### config.mk
export PLATFORM = sky130hd
export DESIGN_NAME = spi_xfer_sequencer
export DESIGN_NICKNAME = d
export VERILOG_FILES = /design/src/rtl/spi_seq_pkg.sv /design/src/rtl/spi_seq_fifo.sv /design/src/rtl/spi_xfer_sequencer.sv
export SDC_FILE = /design/constraint.sdc
export NUM_CORES = 1
export LEC_CHECK = 0
export CORE_MARGIN = 8
export CORE_UTILIZATION = 30
export CTS_CLUSTER_SIZE = 25
export DETAILED_ROUTE_END_ITERATION = 10
export PLACE_DENSITY = 0.52
export SKIP_LAST_GASP = 1
export SLEW_MARGIN = 20
export SYNTH_ARGS = -nofsm -noshare
export SYNTH_HDL_FRONTEND = slang
export SYNTH_SLANG_ARGS = --single-unit
### constraint.sdc
create_clock -name clk -period 2.9 [get_ports clk]
set_input_delay 0.87 -clock clk [delete_from_list [all_inputs] [get_ports clk]]
set_output_delay 0.87 -clock clk [all_outputs]
set_load 0.005 [all_outputs]
### src/rtl/spi_seq_pkg.sv
// Shared definitions for the SPI transfer sequencer: state encoding, byte width,
// and a one-hot helper used to validate chip-select requests.
package spi_seq_pkg;

    localparam int SPI_W = 8;

    typedef enum logic [2:0] {
        ST_IDLE      = 3'd0,
        ST_SETUP     = 3'd1,
        ST_LOAD      = 3'd2,
        ST_WAIT_BSY  = 3'd3,
        ST_WAIT_DONE = 3'd4,
        ST_HOLD      = 3'd5
    } seq_state_t;

    // Callers zero-extend their vector to 32 bits, so CS_NUM is limited to 32.
    function automatic logic is_onehot(input logic [31:0] v);
        return (v != '0) && ((v & (v - 32'd1)) == '0);
    endfunction

endpackage

### src/rtl/spi_seq_fifo.sv
// Synchronous show-ahead FIFO. A push on full is dropped unless a pop happens in
// the same cycle; a pop on empty is ignored.
module spi_seq_fifo
    import spi_seq_pkg::*;
#(
    parameter int DEPTH = 16,
    parameter int W     = SPI_W
) (
    input  logic                     clk,
    input  logic                     rst,
    input  logic                     wr_en,
    input  logic [W-1:0]             wr_data,
    input  logic                     rd_en,
    output logic [W-1:0]             rd_data,
    output logic                     full,
    output logic                     empty,
    output logic [$clog2(DEPTH):0]   count
);

    localparam int AW = $clog2(DEPTH);

    logic [W-1:0]  mem_q [DEPTH];
    logic [AW-1:0] wr_ptr_q, wr_ptr_d;
    logic [AW-1:0] rd_ptr_q, rd_ptr_d;
    logic [AW:0]   count_q, count_d;
    logic          do_wr, do_rd;

    assign full    = (count_q == (AW+1)'(DEPTH));
    assign empty   = (count_q == '0);
    assign count   = count_q;
    assign rd_data = mem_q[rd_ptr_q];

    always_comb begin
        do_rd    = rd_en && !empty;
        do_wr    = wr_en && (!full || do_rd);
        wr_ptr_d = wr_ptr_q;
        rd_ptr_d = rd_ptr_q;
        count_d  = count_q;
        // Pointers are AW bits wide, so wrap modulo DEPTH falls out naturally.
        if (do_wr) wr_ptr_d = wr_ptr_q + AW'(1);
        if (do_rd) rd_ptr_d = rd_ptr_q + AW'(1);
        if (do_wr && !do_rd)      count_d = count_q + (AW+1)'(1);
        else if (!do_wr && do_rd) count_d = count_q - (AW+1)'(1);
    end

    always_ff @(posedge clk or posedge rst) begin
        if (rst) begin
            wr_ptr_q <= '0;
            rd_ptr_q <= '0;
            count_q  <= '0;
        end else begin
            wr_ptr_q <= wr_ptr_d;
            rd_ptr_q <= rd_ptr_d;
            count_q  <= count_d;
        end
    end

    always_ff @(posedge clk) begin
        if (do_wr) mem_q[wr_ptr_q] <= wr_data;
    end

endmodule

### src/rtl/spi_xfer_sequencer.sv
// Multi-byte SPI transaction sequencer: owns chip-select, feeds the single-byte
// engine from a TX FIFO and collects received bytes into an RX FIFO.
module spi_xfer_sequencer
    import spi_seq_pkg::*;
#(
    parameter int FIFO_DEPTH   = 16,
    parameter int LEN_W        = 8,
    parameter int CS_NUM       = 8,
    parameter int CS_SETUP_CYC = 4,
    parameter int CS_HOLD_CYC  = 4
) (
    input  logic              clk,
    input  logic              rst,
    input  logic              tx_wr_en,
    input  logic [SPI_W-1:0]  tx_wr_data,
    output logic              tx_full,
    input  logic              rx_rd_en,
    output logic [SPI_W-1:0]  rx_rd_data,
    output logic              rx_empty,
    input  logic              go,
    input  logic              abort,
    input  logic [LEN_W-1:0]  xfer_len,
    input  logic [CS_NUM-1:0] cs_sel,
    output logic              seq_busy,
    output logic              seq_done,
    output logic              rx_ovf,
    output logic              spi_start,
    output logic [SPI_W-1:0]  spi_tx_data,
    input  logic              spi_busy,
    input  logic              spi_new_data,
    input  logic [SPI_W-1:0]  spi_rx_data,
    output logic [CS_NUM-1:0] spi_cs_n
);

    localparam int CNT_MAX = (CS_SETUP_CYC > CS_HOLD_CYC) ? CS_SETUP_CYC : CS_HOLD_CYC;
    localparam int CNT_W   = $clog2(CNT_MAX + 1);
    localparam int FCNT_W  = $clog2(FIFO_DEPTH) + 1;

    seq_state_t        state_q, state_d;
    logic [CNT_W-1:0]  cnt_q, cnt_d;
    logic [LEN_W-1:0]  rem_q, rem_d;
    logic [CS_NUM-1:0] cs_n_q, cs_n_d;
    logic              seq_done_q, seq_done_d;
    logic              rx_ovf_q, rx_ovf_d;
    logic [SPI_W-1:0]  tx_data_q, tx_data_d;

    logic              tx_pop, tx_empty, rx_push, rx_full;
    logic [SPI_W-1:0]  tx_head;
    logic [FCNT_W-1:0] tx_cnt, rx_cnt;
    logic              unused_cnt;

    spi_seq_fifo #(.DEPTH(FIFO_DEPTH), .W(SPI_W)) u_tx_fifo (
        .clk     (clk),
        .rst     (rst),
        .wr_en   (tx_wr_en),
        .wr_data (tx_wr_data),
        .rd_en   (tx_pop),
        .rd_data (tx_head),
        .full    (tx_full),
        .empty   (tx_empty),
        .count   (tx_cnt)
    );

    spi_seq_fifo #(.DEPTH(FIFO_DEPTH), .W(SPI_W)) u_rx_fifo (
        .clk     (clk),
        .rst     (rst),
        .wr_en   (rx_push),
        .wr_data (spi_rx_data),
        .rd_en   (rx_rd_en),
        .rd_data (rx_rd_data),
        .full    (rx_full),
        .empty   (rx_empty),
        .count   (rx_cnt)
    );

    assign unused_cnt = ^{tx_cnt, rx_cnt};

    assign seq_busy = (state_q != ST_IDLE);
    assign seq_done = seq_done_q;
    assign rx_ovf   = rx_ovf_q;
    assign spi_cs_n = cs_n_q;
    // The head byte goes out in the start cycle itself; afterwards the latched copy holds it.
    assign spi_tx_data = (state_q == ST_LOAD) ? tx_head : tx_data_q;

    always_comb begin
        state_d    = state_q;
        cnt_d      = cnt_q;
        rem_d      = rem_q;
        cs_n_d     = cs_n_q;
        seq_done_d = 1'b0;
        rx_ovf_d   = rx_ovf_q;
        tx_data_d  = tx_data_q;
        tx_pop     = 1'b0;
        rx_push    = 1'b0;
        spi_start  = 1'b0;

        unique case (state_q)
            ST_IDLE: begin
                if (go && !spi_busy) begin
                    rx_ovf_d = 1'b0;
                    rem_d    = xfer_len;
                    cnt_d    = '0;
                    // Empty or malformed requests complete without touching CS.
                    if (xfer_len == '0 || !is_onehot(32'(cs_sel))) begin
                        seq_done_d = 1'b1;
                    end else begin
                        cs_n_d  = ~cs_sel;
                        state_d = ST_SETUP;
                    end
                end
            end
            ST_SETUP: begin
                if (abort) begin
                    cnt_d   = '0;
                    state_d = ST_HOLD;
                end else if (cnt_q == CNT_W'(CS_SETUP_CYC - 1)) begin
                    state_d = ST_LOAD;
                end else begin
                    cnt_d = cnt_q + CNT_W'(1);
                end
            end
            ST_LOAD: begin
                if (abort) begin
                    cnt_d   = '0;
                    state_d = ST_HOLD;
                end else if (!tx_empty) begin
                    tx_pop    = 1'b1;
                    spi_start = 1'b1;
                    tx_data_d = tx_head;
                    state_d   = ST_WAIT_BSY;
                end
            end
            ST_WAIT_BSY, ST_WAIT_DONE: begin
                // A fast engine may finish before busy is ever observed.
                if (spi_new_data) begin
                    rx_push = 1'b1;
                    if (rx_full && !rx_rd_en) rx_ovf_d = 1'b1;
                    rem_d = rem_q - LEN_W'(1);
                    if (rem_q == LEN_W'(1) || abort) begin
                        cnt_d   = '0;
                        state_d = ST_HOLD;
                    end else begin
                        state_d = ST_LOAD;
                    end
                end else if (state_q == ST_WAIT_BSY && spi_busy) begin
                    state_d = ST_WAIT_DONE;
                end
            end
            ST_HOLD: begin
                if (cnt_q == CNT_W'(CS_HOLD_CYC - 1)) begin
                    cs_n_d     = '1;
                    seq_done_d = 1'b1;
                    state_d    = ST_IDLE;
                end else begin
                    cnt_d = cnt_q + CNT_W'(1);
                end
            end
            default: begin
                cs_n_d  = '1;
                state_d = ST_IDLE;
            end
        endcase
    end

    always_ff @(posedge clk or posedge rst) begin
        if (rst) begin
            state_q    <= ST_IDLE;
            cnt_q      <= '0;
            rem_q      <= '0;
            cs_n_q     <= '1;
            seq_done_q <= 1'b0;
            rx_ovf_q   <= 1'b0;
            tx_data_q  <= '0;
        end else begin
            state_q    <= state_d;
            cnt_q      <= cnt_d;
            rem_q      <= rem_d;
            cs_n_q     <= cs_n_d;
            seq_done_q <= seq_done_d;
            rx_ovf_q   <= rx_ovf_d;
            tx_data_q  <= tx_data_d;
        end
    end

endmodule
==> results.md, run 1 <==
Timing:
- The achievable clock frequency is 299 MHz.
- For the finished layout, the period the worst path requires is 3.35 ns.
- The worst hold margin is 0.483 ns.
- Setup slack on the critical path of the routed design comes to -0.447 ns.
- At the pin with the least slew margin, the transition time is 0.622 ns.
- Setup repair after global routing could not meet its margin everywhere.
- The share of the clock period used by the worst path after layout is 115%.
- The final count of pins violating max slew came to 0.
- The number of hold-slack violations in the final timing report was 0.
- In this run the tightest slew margin relative to its limit is 58.4%.
- Between clock sinks in the finished design, the worst skew comes to 0.0263 ns.
- Setup violations remaining at the end of the flow were counted as 17.

Yosys:
- When the netlist entered floorplanning its net count stood at 832.
- The most frequently used flop master after synthesis is edfxtp_1.
- Each instance of the synthesized netlist takes up on average 17.1 µm².
- The async set-reset flop share out of synthesis is 18.5%.
- The most area-hungry cell type in the Yosys netlist is edfxtp_1.
- In the post-synthesis netlist, the biggest area contributors are edfxtp_1, mux4_2, dfrtp_1.
- The number of distinct library cell variants in the gate-level netlist after synthesis is 63.
- Sequential cells were found to cover a little over two thirds of the synthesized design area.
- In this run, synthesis produced a sequential element count of approximately 310.
- The cell count after synthesis is 769.
- The top cell type by area accounts for 58.3% of the synthesized area.
- For this run, the number of Yosys warnings is 0.
- The number of enable-type register cells in the synthesized netlist is 256.
- The mapped cell area is ~13,000 µm².

Floorplan:
- Row generation in the floorplan step produced 77 rows.
- The area of the core is ~44,000 µm².
- The die covers around 50,000 µm².
- The I/O pin count is 70.
- The effective utilization at floorplan is 30.1%.
- The overall die height is 226 µm.
- The width of the die is approximately 230 µm.

Power:
- Dividing total power by cell area gives a power density of roughly 960 nW/µm².
- The cell-internal power is 11,300 µW.
- Summed over all nets, the switching power comes to 4900 µW.
- The combinational share of power is 36.4%.
- The largest vdd supply drop is 0.399 mV.
- Of the total power, the share spent switching nets is 30.3%.
- In this run, flip-flops and latches consume 36.1% of the power.
- Summing internal, switching and leakage power gives 16,200 µW.
- For this design the static power due to leakage is 0.00601 µW.
- The clock network power share is 27.5%.

Worst setup path:
- The longest individual stage delay on the worst path is 0.50 ns.
- The register-to-register setup slack is -0.05 ns.
- The critical path data required time is 2.03 ns.
- The worst setup path is of the flop to output pin kind.
- The slowest stage of the critical path is the mux4_2 cell.
- STA classifies the critical path endpoint as an output pin.
- Along the worst path, the maximum fanout reaches 8.
- At the worst endpoint, the arrival time is 2.48 ns.
- The kind of launch point of the worst setup path is a flop.
- The signal on the critical path passes through buf_12, buf_6, mux4_2, a22o_4, a221oi_4, o21ai_1, buf_2.

GRT:
- The first global-routing pass estimated about 45,000 µm of wire.
- The number of global-route vias before repair is 7,761.
- The initial antenna violation count is 0.
- The maximum number of pins on one net before global-route repair is 34.
- For this run the aggregate overflow at the end of global routing stands at 0.
- The total routing usage reported by global routing is 11.4%.

Run status:
- The flow ran to the end, but the final reports show violations.
- The final reports fail on negative setup slack.

Flow run:
- The number of max-cap violations is 0.

Clocking:
- The clock-pin slew on the worst setup and hold paths is ~0.060 ns.
- Clock tree synthesis inserted a total of 37 buffers.
- For this design, the sink count on the clock tree is 314.
- The CTS root buffer is clkbuf_16.
- The clock insertion delay at the later pin of the skew report is 0.55 ns.
- The deepest level of the CTS H-tree is 2.
- The CTS tree is built.
- The number of buffers on the longest clock path is 3.

Place:
- The count of buffers added on input and output ports is 69.
- The HPWL after detailed placement is 19,400 µm.
- The placer congestion estimate is around 0.75.
- The placed cell count is 1,490.
- OpenSTA, run right after detailed placement, puts the worst setup slack at -0.608 ns.

Cells and area:
- After the last flow step, the layout net total stands at 1,016.
- The area added between synthesis and finish is 28.4%.
- The final core area utilization is 38.6%.
- The proportion of layout cells with a drive suffix above 1 is 31.5%.
- The library cells used most frequently in the layout, excluding fill and tap cells, are edfxtp_1, buf_4, mux4_2, clkdlybuf4s50_1.
- Leaving out fill and tap cells, the most frequent cell in the layout is edfxtp_1.
- The antenna diode count is 0.
- The number of cells in the finished layout apart from fillers is between 1,500 and 2,000.

Routing:
- The final layout contains routed wiring with a total length of approximately 29,000 µm.
- The average wire length per cell after detail routing is about 18 µm.
- The via total after detailed routing is between 7,000 and 8,000.
- The ratio of routed vias to standard cells is 4.62.
- The iteration count of the initial detailed-routing pass is 4.
- The number of DRC markers after the initial detailed-route iteration is 579.
- Once detail routing completed, the nets flagged for antenna violations numbered 0.
- The DRC violation count after routing is 0.

Hold path:
- The path class of the tightest hold or removal check is flop to flop.
==> flip-flops by register name (all words and copies together), names as in the netlist, 5 cells and up <==
register / count
u_rx_fifo.count: 5
u_tx_fifo.mem_q: 128
spi_cs_n: 8
u_tx_fifo.count: 5
tx_data_q: 8
u_rx_fifo.mem_q: 128
rem_q: 8
==> power by group through the flow <==
stage	sequential, µW	combinational (µW)	clock [µW]
floorplan	5800	3240	0
global placement	5920	5430	0
detailed placement	5930	5470	0
CTS	5850	5940	4600
global route	5910	6450	4750
finish	5840	5880	4450
==> per-stage QoR <==
stage | setup TNS, ns | cell area [µm²]
after floorplan | -0.0532 | 13200
after global placement | -6.55 | 15400
after detailed placement | -7.87 | 15400
after CTS | -7.34 | 16900
after global routing | -7.80 | 16900
final | -6.18 | 16900
==> final cells by class <==
type	instances	area, µm²
fill	4035	26900
clock inverter	20	203
inverter	22	85.1
clock buffer	46	960
tap	592	741
multi-input combinational	395	3990
timing repair buffer	183	1810
sequential	314	9150
==> what timing repair did <==
item | in CTS | in global routing
setup buffers | 11 | 4
endpoints found under the setup margin | 23 | 20
cloned | 5 | 0
gates resized for setup | 117 | 15
hold buffers | 0 | 0
pin swaps | 17 | 15
==> worst paths after layout <==
check | start | end | depth (start not counted)
worst max-delay path | u_tx_fifo.rd_ptr_q[0] | spi_tx_data[4] | 7
worst min-delay path | tx_data_q[5] | tx_data_q[5] | 2
worst max register to register | u_rx_fifo.count[3] | u_rx_fifo.count[4] | 11
worst min register to register | tx_data_q[5] | tx_data_q[5] | 2
max in group asynchronous | rst | spi_cs_n[5] | 3
min in group asynchronous | rst | rx_ovf | 2
==> cells by family after synthesis <==
kind of cell	count (synthesis)	synth area share [%]
buffers and inverters	60	1.90
XOR/XNOR	21	1.39
AND/OR/NAND/NOR	162	6.60
AO/OA/AOI/OAI	105	5.20
multiplexers	82	13.1
adder cells (fa/ha/maj)	25	2.45
flip-flops	314	69.4
==> layer usage <==
| metal | vias to the layer above | wire length [µm] | global-route usage, % |
|---|---|---|---|
| met5 | - | 0 | 0 |
| met1 | 3717 | 12600 | 14.6 |
| met4 | 0 | 770 | 4.30 |
| met2 | 116 | 14200 | 19.1 |
| li1 | 3394 | - | - |
| met3 | 39 | 1130 | 2.23 |
==> worst max-delay path: cells and delay by family, from the launching register on <==
family,cells,cell delay [ns]
buf+inv,3,0.40
compound gates,3,0.64
mux,1,0.50
flops,1,0.40
==> cell usage after synthesis (all sizes together), types with 3 or more instances <==
cell type and number:
edfxtp 256, mux4 72, dfrtp 50, nand2 48, o21ai 32, nor2 29
and2 27, a21oi 22, inv 22, ha 21, clkbuf 20, buf 18
xnor2 17, nor3 10, mux2i 9, a211oi 8, a221oi 8, a22o 8
dfstp 8, nor2b 6, or4 6, a21o 5, and3 5, nand2b 5
nand4 5, xor2 4, nand3b 3, nor3b 3, nor4 3, o21a 3
o22ai 3, or3 3, or3b 3
No activity file was read; power rests on OpenSTA's default activity.
==> run 2: changes to the inputs <==
--- a/config.mk
+++ b/config.mk
@@ -9,7 +9,8 @@
 export CORE_UTILIZATION = 30
 export CTS_CLUSTER_SIZE = 25
 export DETAILED_ROUTE_END_ITERATION = 10
-export PLACE_DENSITY = 0.52
+export DONT_BUFFER_PORTS = 1
+export PLACE_DENSITY = 0.5
 export SKIP_LAST_GASP = 1
 export SLEW_MARGIN = 20
 export SYNTH_ARGS = -nofsm -noshare
==> results.md, run 2 (synthesis results as in run 1) <==
Power:
- In this run, the combinational gates consume 33.2% of the power.
- IR analysis of the VDD net gives a maximum drop of 0.499 mV.
- The cell-internal power is approximately 11,000 µW.
- The clock network burns 28.3% of the power.
- The portion of total power attributed to sequential cells is 38.5%.
- The areal power density over the cells is 974 nW/µm².
- For this design the static power due to leakage is 0.00542 µW.
- The switching power of the nets is 4760 µW.
- The fraction of power spent switching nets is 31.1%.

Worst setup path:
- The worst setup path is captured at an output pin.
- For flop-to-flop paths, the worst setup slack is ~0.020 ns.
- For the worst flop-to-flop path, the logic depth is 11.
- Of all nets on the critical path, the largest fanout is 7.
- The terminus of the critical flop-to-flop path is u_rx_fifo.count[4].
- Data on the critical path is required at its endpoint by about 2 ns.
- In this run the critical register-to-register path is launched from u_rx_fifo.count[3].
- The worst setup path is of the flop to output pin kind.
- The critical path starts at u_tx_fifo.rd_ptr_q[0].
- The worst setup path is launched from a flop.
- For the worst setup path, the data arrival time is ~2.4 ns.

Clocking:
- The clock-pin slew on the worst setup and hold paths is 0.06 ns.
- The clock insertion delay at the later pin of the skew report is 0.55 ns.
- Clock tree synthesis inserted a total of 36 buffers.
- The deepest level of the CTS H-tree is 2.
- The total clock sinks is 314.
- The CTS root buffer is clkbuf_16.
- The quantity of hold-fixing buffers added after cts is 0.
- TritonCTS built the clock tree.
- The number of buffers on the longest clock path is 3.

Hold path:
- The path class of the lowest-slack min-delay path is input port to async pin.

Routing:
- In the routed layout, each cell is associated on average with a via count of 4.78.
- After detailed routing, the average wire length per cell comes to 20.2 µm.
- For this run, the detailed router's first-pass iteration total came to 5.
- The via total after detailed routing is about 6,900.
- The aggregate routed wire length is 29,400 µm.
- The post-route antenna net violation count is 0.
- The number of DRC markers after the initial detailed-route iteration is 579.
- The DRC violation count after routing is 0.

Cells and area:
- The combined area of the multi-input logic cells is 3950 µm².
- The largest registers in the layout are u_rx_fifo.mem_q (128), u_tx_fifo.mem_q (128).
- The number of nets in the final layout is 896.
- Counting the fill cells in the layout gives slightly above 4,000.
- In the layout the commonest cells are edfxtp_1, mux4_2, nand2_1, dfrtp_1, buf_4.
- The library cell used most frequently in the layout, excluding fill and tap cells, is edfxtp_1.
- The storage element area is 9150 µm².
- The number of antenna diodes in the final layout is 0.
- The area added between synthesis and finish is 19.3%.
- Cells fill 35.9% of the core in the end.
- The proportion of layout cells with a drive suffix above 1 is a little over a quarter.

Timing:
- Static timing analysis puts the maximum clock frequency at about 300 MHz.
- At the pin with the least slew margin, the transition time is 0.761 ns.
- The worst clock skew on the final layout is 0.0163 ns.
- The worst setup margin is -0.399 ns.
- Setup repair after global routing could not meet its margin everywhere.
- The final count of pins violating max slew was 0.
- In the finished design, the share of the clock period the worst path needs comes to 114%.
- The number of hold-slack violations in the final timing report is 0.
- Setup violations remaining at the end of the flow were counted as 16.
- The relative slew slack is 49.2%.
- The worst path in the final design needs a cycle of 3.30 ns, including I/O delays and setup.

Floorplan:
- The die covers roughly 51,000 µm².
- From bottom edge to top edge, the die measures 226 µm.
- 70 I/O pins were placed.
- After floorplanning, the core was divided into 77 placement rows.
- For this configuration, the core starts out at a cell density of 30.1%.
- Measured along the x axis, the die boundary spans 226 µm.
- The area of the core is 43,800 µm².

Place:
- Before CTS, the worst setup slack after placement is -0.0610 ns.
- At the end of routability-driven placement, the weighted congestion stood at 0.761.
- Summed over all nets, the half-perimeter wirelength after detailed placement is 19,300 µm.
- The count of buffers added on input and output ports is 0.

GRT:
- The number of global-route vias before repair is 7,235.
- The total routing usage reported by global routing is 11.7%.
- The initial antenna violation count is 0.
- Entering global routing, the biggest net connects 36 pins.
- The first global-routing pass estimated approximately 45,000 µm of wire.
- The global route total overflow is 0.

Run status:
- The flow ran to the end, but the final reports show violations.
- The final reports fail on negative setup slack.

Flow run:
- Max-cap violations in this run came to 0.
[run 2: critical path: stages (launching register included)]
cell      delay (ns)
dfrtp_2         0.43
buf_12          0.14
buf_12          0.14
buf_4           0.13
mux4_2          0.43
a22o_1          0.23
a221oi_2        0.28
o21ai_2         0.10
[run 2: worst max path at each step]
stage,to,depth (start not counted),slack (ns)
6_report,spi_tx_data[1],7,-0.40
5_1_grt,spi_tx_data[5],6,-0.47
4_1_cts,spi_tx_data[2],7,-0.44
3_5_place_dp,u_rx_fifo.count[4],11,-0.06
3_3_place_gp,u_rx_fifo.count[4],11,-0.01
2_1_floorplan,u_rx_fifo.count[4],12,-0.05
[run 2: power by group through the flow]
stage          Clock [µW]  Combinational (µW)  Sequential, µW
6_report             4330                5080            5900
5_1_grt              4630                5560            5970
4_1_cts              4460                5050            5900
3_5_place_dp            0                4600            5980
3_3_place_gp            0                4570            5970
2_1_floorplan           0                3240            5800
[run 2: timing repair]
item | in CTS | in global routing
resized for setup | 31 | 11
gates cloned | 3 | 0
buffers inserted | 7 | 4
pin swaps | 2 | 3
endpoints found under the setup margin | 17 | 19
endpoints found under the hold margin | 0 | 0
[run 2: layout make-up]
cell class                      count  share of cell area (%)
Sequential cell                   314                    58.2
Multi-Input combinational cell    395                    25.1
Clock buffer                       42                    5.87
Tap cell                          592                    4.71
Timing Repair Buffer               64                    4.22
Clock inverter                     23                    1.36
Inverter                           22                   0.525
[run 2: metrics by stage]
step / TNS [ns] / area [µm²] / hold slack [ns] / instances / total power, µW
6_report: -4.65 / 15700 / 0.177 / 1452 / 15300
5_1_grt: -6.03 / 15700 / 0.182 / 1452 / 16200
4_1_cts: -5.32 / 15700 / 0.156 / 1448 / 15400
3_5_place_dp: -0.124 / 14300 / 0.471 / 1375 / 10600
3_3_place_gp: -0.0134 / 14300 / 0.463 / 1375 / 10500
2_1_floorplan: -0.0532 / 13200 / 0.450 / 769 / 9040
[run 2: layer usage]
metal  global-route usage [%]  vias to the layer above  wire, µm
met1                     15.1                     3610     12900
met3                     2.96                       39      1420
li1                         -                     3156         -
met4                     3.50                        0       542
met5                        0                        -         0
met2                     19.0                      141     14500
==> run 3: changes to the inputs <==
--- a/config.mk
+++ b/config.mk
@@ -5,9 +5,8 @@
 export SDC_FILE = /design/constraint.sdc
 export NUM_CORES = 1
 export LEC_CHECK = 0
-export CORE_MARGIN = 8
+export CORE_MARGIN = 2
 export CORE_UTILIZATION = 30
-export CTS_CLUSTER_SIZE = 25
 export DETAILED_ROUTE_END_ITERATION = 10
 export DONT_BUFFER_PORTS = 1
 export PLACE_DENSITY = 0.5
==> results.md, run 3 (synthesis results as in run 1) <==
Timing:
- Setup repair after global routing could not meet its margin everywhere.
- Once routing completed, OpenROAD measured the worst setup slack at -0.316 ns.
- Across the routed clock network, the largest skew measured is about 0.019 ns.
- The relative slew slack is 50.0%.
- The shortest clock period the worst path allows after layout is 3.22 ns.
- The number of hold-slack violations in the final timing report was 0.
- The final count of pins violating max slew came to 0.
- At the pin with the least slew margin, the transition time is 0.750 ns.
- The achievable clock frequency is around 310 MHz.
- The worst path uses 111% of the clock period.
- Setup violations remaining at the end of the flow were counted as 16.

Floorplan:
- The die is 214 µm wide.
- The floorplan die area is 45,600 µm².
- The I/O pin count is 70.
- The core region is 43,300 µm².
- The effective utilization at floorplan is between 30% and 40%.
- The overall die height is 214 µm.
- The placement row count is 76.

Power:
- The clock network power share is 30.5%.
- IR analysis of the VDD net gives a maximum drop of roughly 0.43 mV.
- Per report_power, the combinational group accounts for 32.5% of the total.
- Of the total power, the share spent switching nets is ~30%.
- The internal power of the cells totals 11,200 µW.
- In this run the power spent charging and discharging nets is approximately 4800 µW.
- The leakage power total is about 0.0055 µW.
- Sequential cells burn 37.1% of the power.
- For this design the ratio of total power to cell area is 998 nW/µm².

GRT:
- For this run the aggregate overflow at the end of global routing stands at 0.
- For this run, the total global-route usage over all layers was measured as 12.7%.
- Entering global routing, the biggest net connects 36 pins.
- The number of global-route vias before repair is 7,082.
- The first global-routing pass estimated ~44,000 µm of wire.
- The initial antenna violation count is 0.

Cells and area:
- The largest registers in the layout are u_rx_fifo.mem_q (128), u_tx_fifo.mem_q (128).
- The top cell types in the final layout, fill and taps aside, are edfxtp_1, mux4_2, buf_4, nand2_1, dfrtp_1.
- Compared with the post-synthesis result, the final layout area differs by 21.0%.
- The antenna diode count is 0.
- Fill cells in the final layout number 3,997.
- The final core area utilization is 36.9%.
- The number of cells in the finished layout apart from fillers is 1,451.
- Leaving out fill and tap cells, the most frequent cell in the layout is edfxtp_1.
- In the final layout, flip-flops and latches occupy 9150 µm².
- In the final layout, the share of cells above drive strength 1 is between 20% and 30%.
- In the final layout, the multi-input gates occupy about 4000 µm².
- The net count of the finished layout is 902.

Worst setup path:
- Among all stages on the critical path, the largest delay is contributed by mux4_2.
- In this design, the stage delay of the slowest critical-path cell is 0.51 ns.
- The critical path endpoint category is an output pin.
- The critical path is of the flop to output pin type.
- The critical path data required time is ~2.0 ns.
- Walking the worst path, the cells encountered are buf_12, mux4_2, a22o_1, a221oi_2, buf_4, o21ai_4.
- The arrival time of data at the critical path endpoint is roughly 2.4 ns.
- Of all nets on the critical path, the largest fanout is 7.
- The worst register-to-register path has a setup slack of 0.01 ns.
- STA classifies the critical path startpoint as a flop.

Clocking:
- The clock insertion delay at the later pin of the skew report is 0.53 ns.
- The number of buffers on the longest clock path is 3.
- The CTS tree is built.
- Counting the buffers created by CTS gives 35.
- The total clock sinks is 314.
- The H-tree was split into 2 levels.
- The tree is rooted in a clkbuf_16.
- The clock-pin slew on the worst setup and hold paths is 0.07 ns.

Run status:
- The run finished, with violations left.
- The checks that failed: negative setup slack.

Routing:
- The number of DRC markers after the initial detailed-route iteration is roughly 480.
- The ratio of routed vias to standard cells is 4.74.
- Dividing the detail-routed wire length by the instance count gives 19.4 µm.
- The DRC violation count after routing is 0.
- The via total after detailed routing is 6,877.
- The post-route antenna net violation count is 0.
- The first detailed-routing pass ran for 5 iterations.
- The aggregate routed wire length is 28,200 µm.

Place:
- Routability-driven placement finished with a final weighted congestion of roughly 0.75.
- The quantity of I/O buffers inserted on ports is 0.
- After legalization and detailed placement, the total HPWL measured 18,700 µm.
- The placed cell count is roughly 1,400.

Flow run:
- The number of max-cap violations is 0.

Hold path:
- The path class of the tightest hold or removal check is input port to async pin.
-- run 3: changes by cell type in the layout (fill, tap and decap cells not counted), sizes merged --
cell      previous run  this run
bufinv               2         8
clkinvlp             0         1
inv                 22        23
buf                 64        71
clkbuf              42        39
clkinv              21        15
-- run 3: layout make-up --
type                    count  area share (%)
clock inverters            25            2.21
multi-input cells         395            25.1
clock buffers              39            5.72
well taps                 585            4.59
inverters                  22           0.517
flip-flops and latches    314            57.3
repair buffers             71            4.55
-- run 3: timing repair --
item                                    in CTS  in global routing
pin swaps                                    7                  8
buffers inserted                            11                  6
hold buffers                                 0                  0
resized for setup                           37                 15
endpoints found under the setup margin      17                 21
cloned                                       5                  0
-- run 3: worst max-delay path, delay by kind of cell (launching register included) --
family / cells / cell delay (ns)
flip-flops: 1 / 0.44
multiplexers: 1 / 0.51
buffers and inverters: 2 / 0.34
AO/OA/AOI/OAI: 3 / 0.51
-- run 3: path summary, 6_finish.rpt --
| kind | start | end | cells past startpoint |
|---|---|---|---|
| setup / recovery | u_tx_fifo.rd_ptr_q[0] | spi_tx_data[3] | 6 |
| hold / removal | rst | u_tx_fifo.rd_ptr_q[3] | 1 |
| setup reg to reg | u_rx_fifo.count[3] | u_rx_fifo.count[4] | 11 |
| hold reg to reg | tx_data_q[4] | tx_data_q[4] | 2 |
| max in group asynchronous | rst | spi_cs_n[1] | 2 |
| min in group clk | cs_sel[5] | spi_cs_n[5] | 1 |
-- run 3: stage by stage --
stage	worst slack (ns)	instance area, µm²	setup TNS [ns]	hold slack (ns)	total power, µW
2_1_floorplan	-0.0532	13200	-0.0532	0.450	9040
3_3_place_gp	-0.0193	14300	-0.0193	0.465	10500
3_5_place_dp	-0.0708	14300	-0.0842	0.471	10500
4_1_cts	-0.386	16000	-5.57	0.238	16200
5_1_grt	-0.440	16000	-5.56	0.263	16800
6_report	-0.316	16000	-4.00	0.252	15900
-- run 3: power by group through the flow --
| stage | registers [µW] | clock network (µW) | logic, µW |
|---|---|---|---|
| 2_1_floorplan | 5800 | 0 | 3240 |
| 5_1_grt | 5980 | 5150 | 5710 |
| 6_report | 5910 | 4850 | 5170 |
| 4_1_cts | 5910 | 4980 | 5300 |
| 3_3_place_gp | 5990 | 0 | 4530 |
| 3_5_place_dp | 6000 | 0 | 4550 |
-- run 3: per-layer routing --
layer	GRT usage, %	part of all wire [%]	vias to the layer above
met5	0	0	-
met4	3.66	2.0	0
met3	3.25	5.6	48
met2	20.2	48	135
met1	17.3	45	3518
li1	-	-	3176
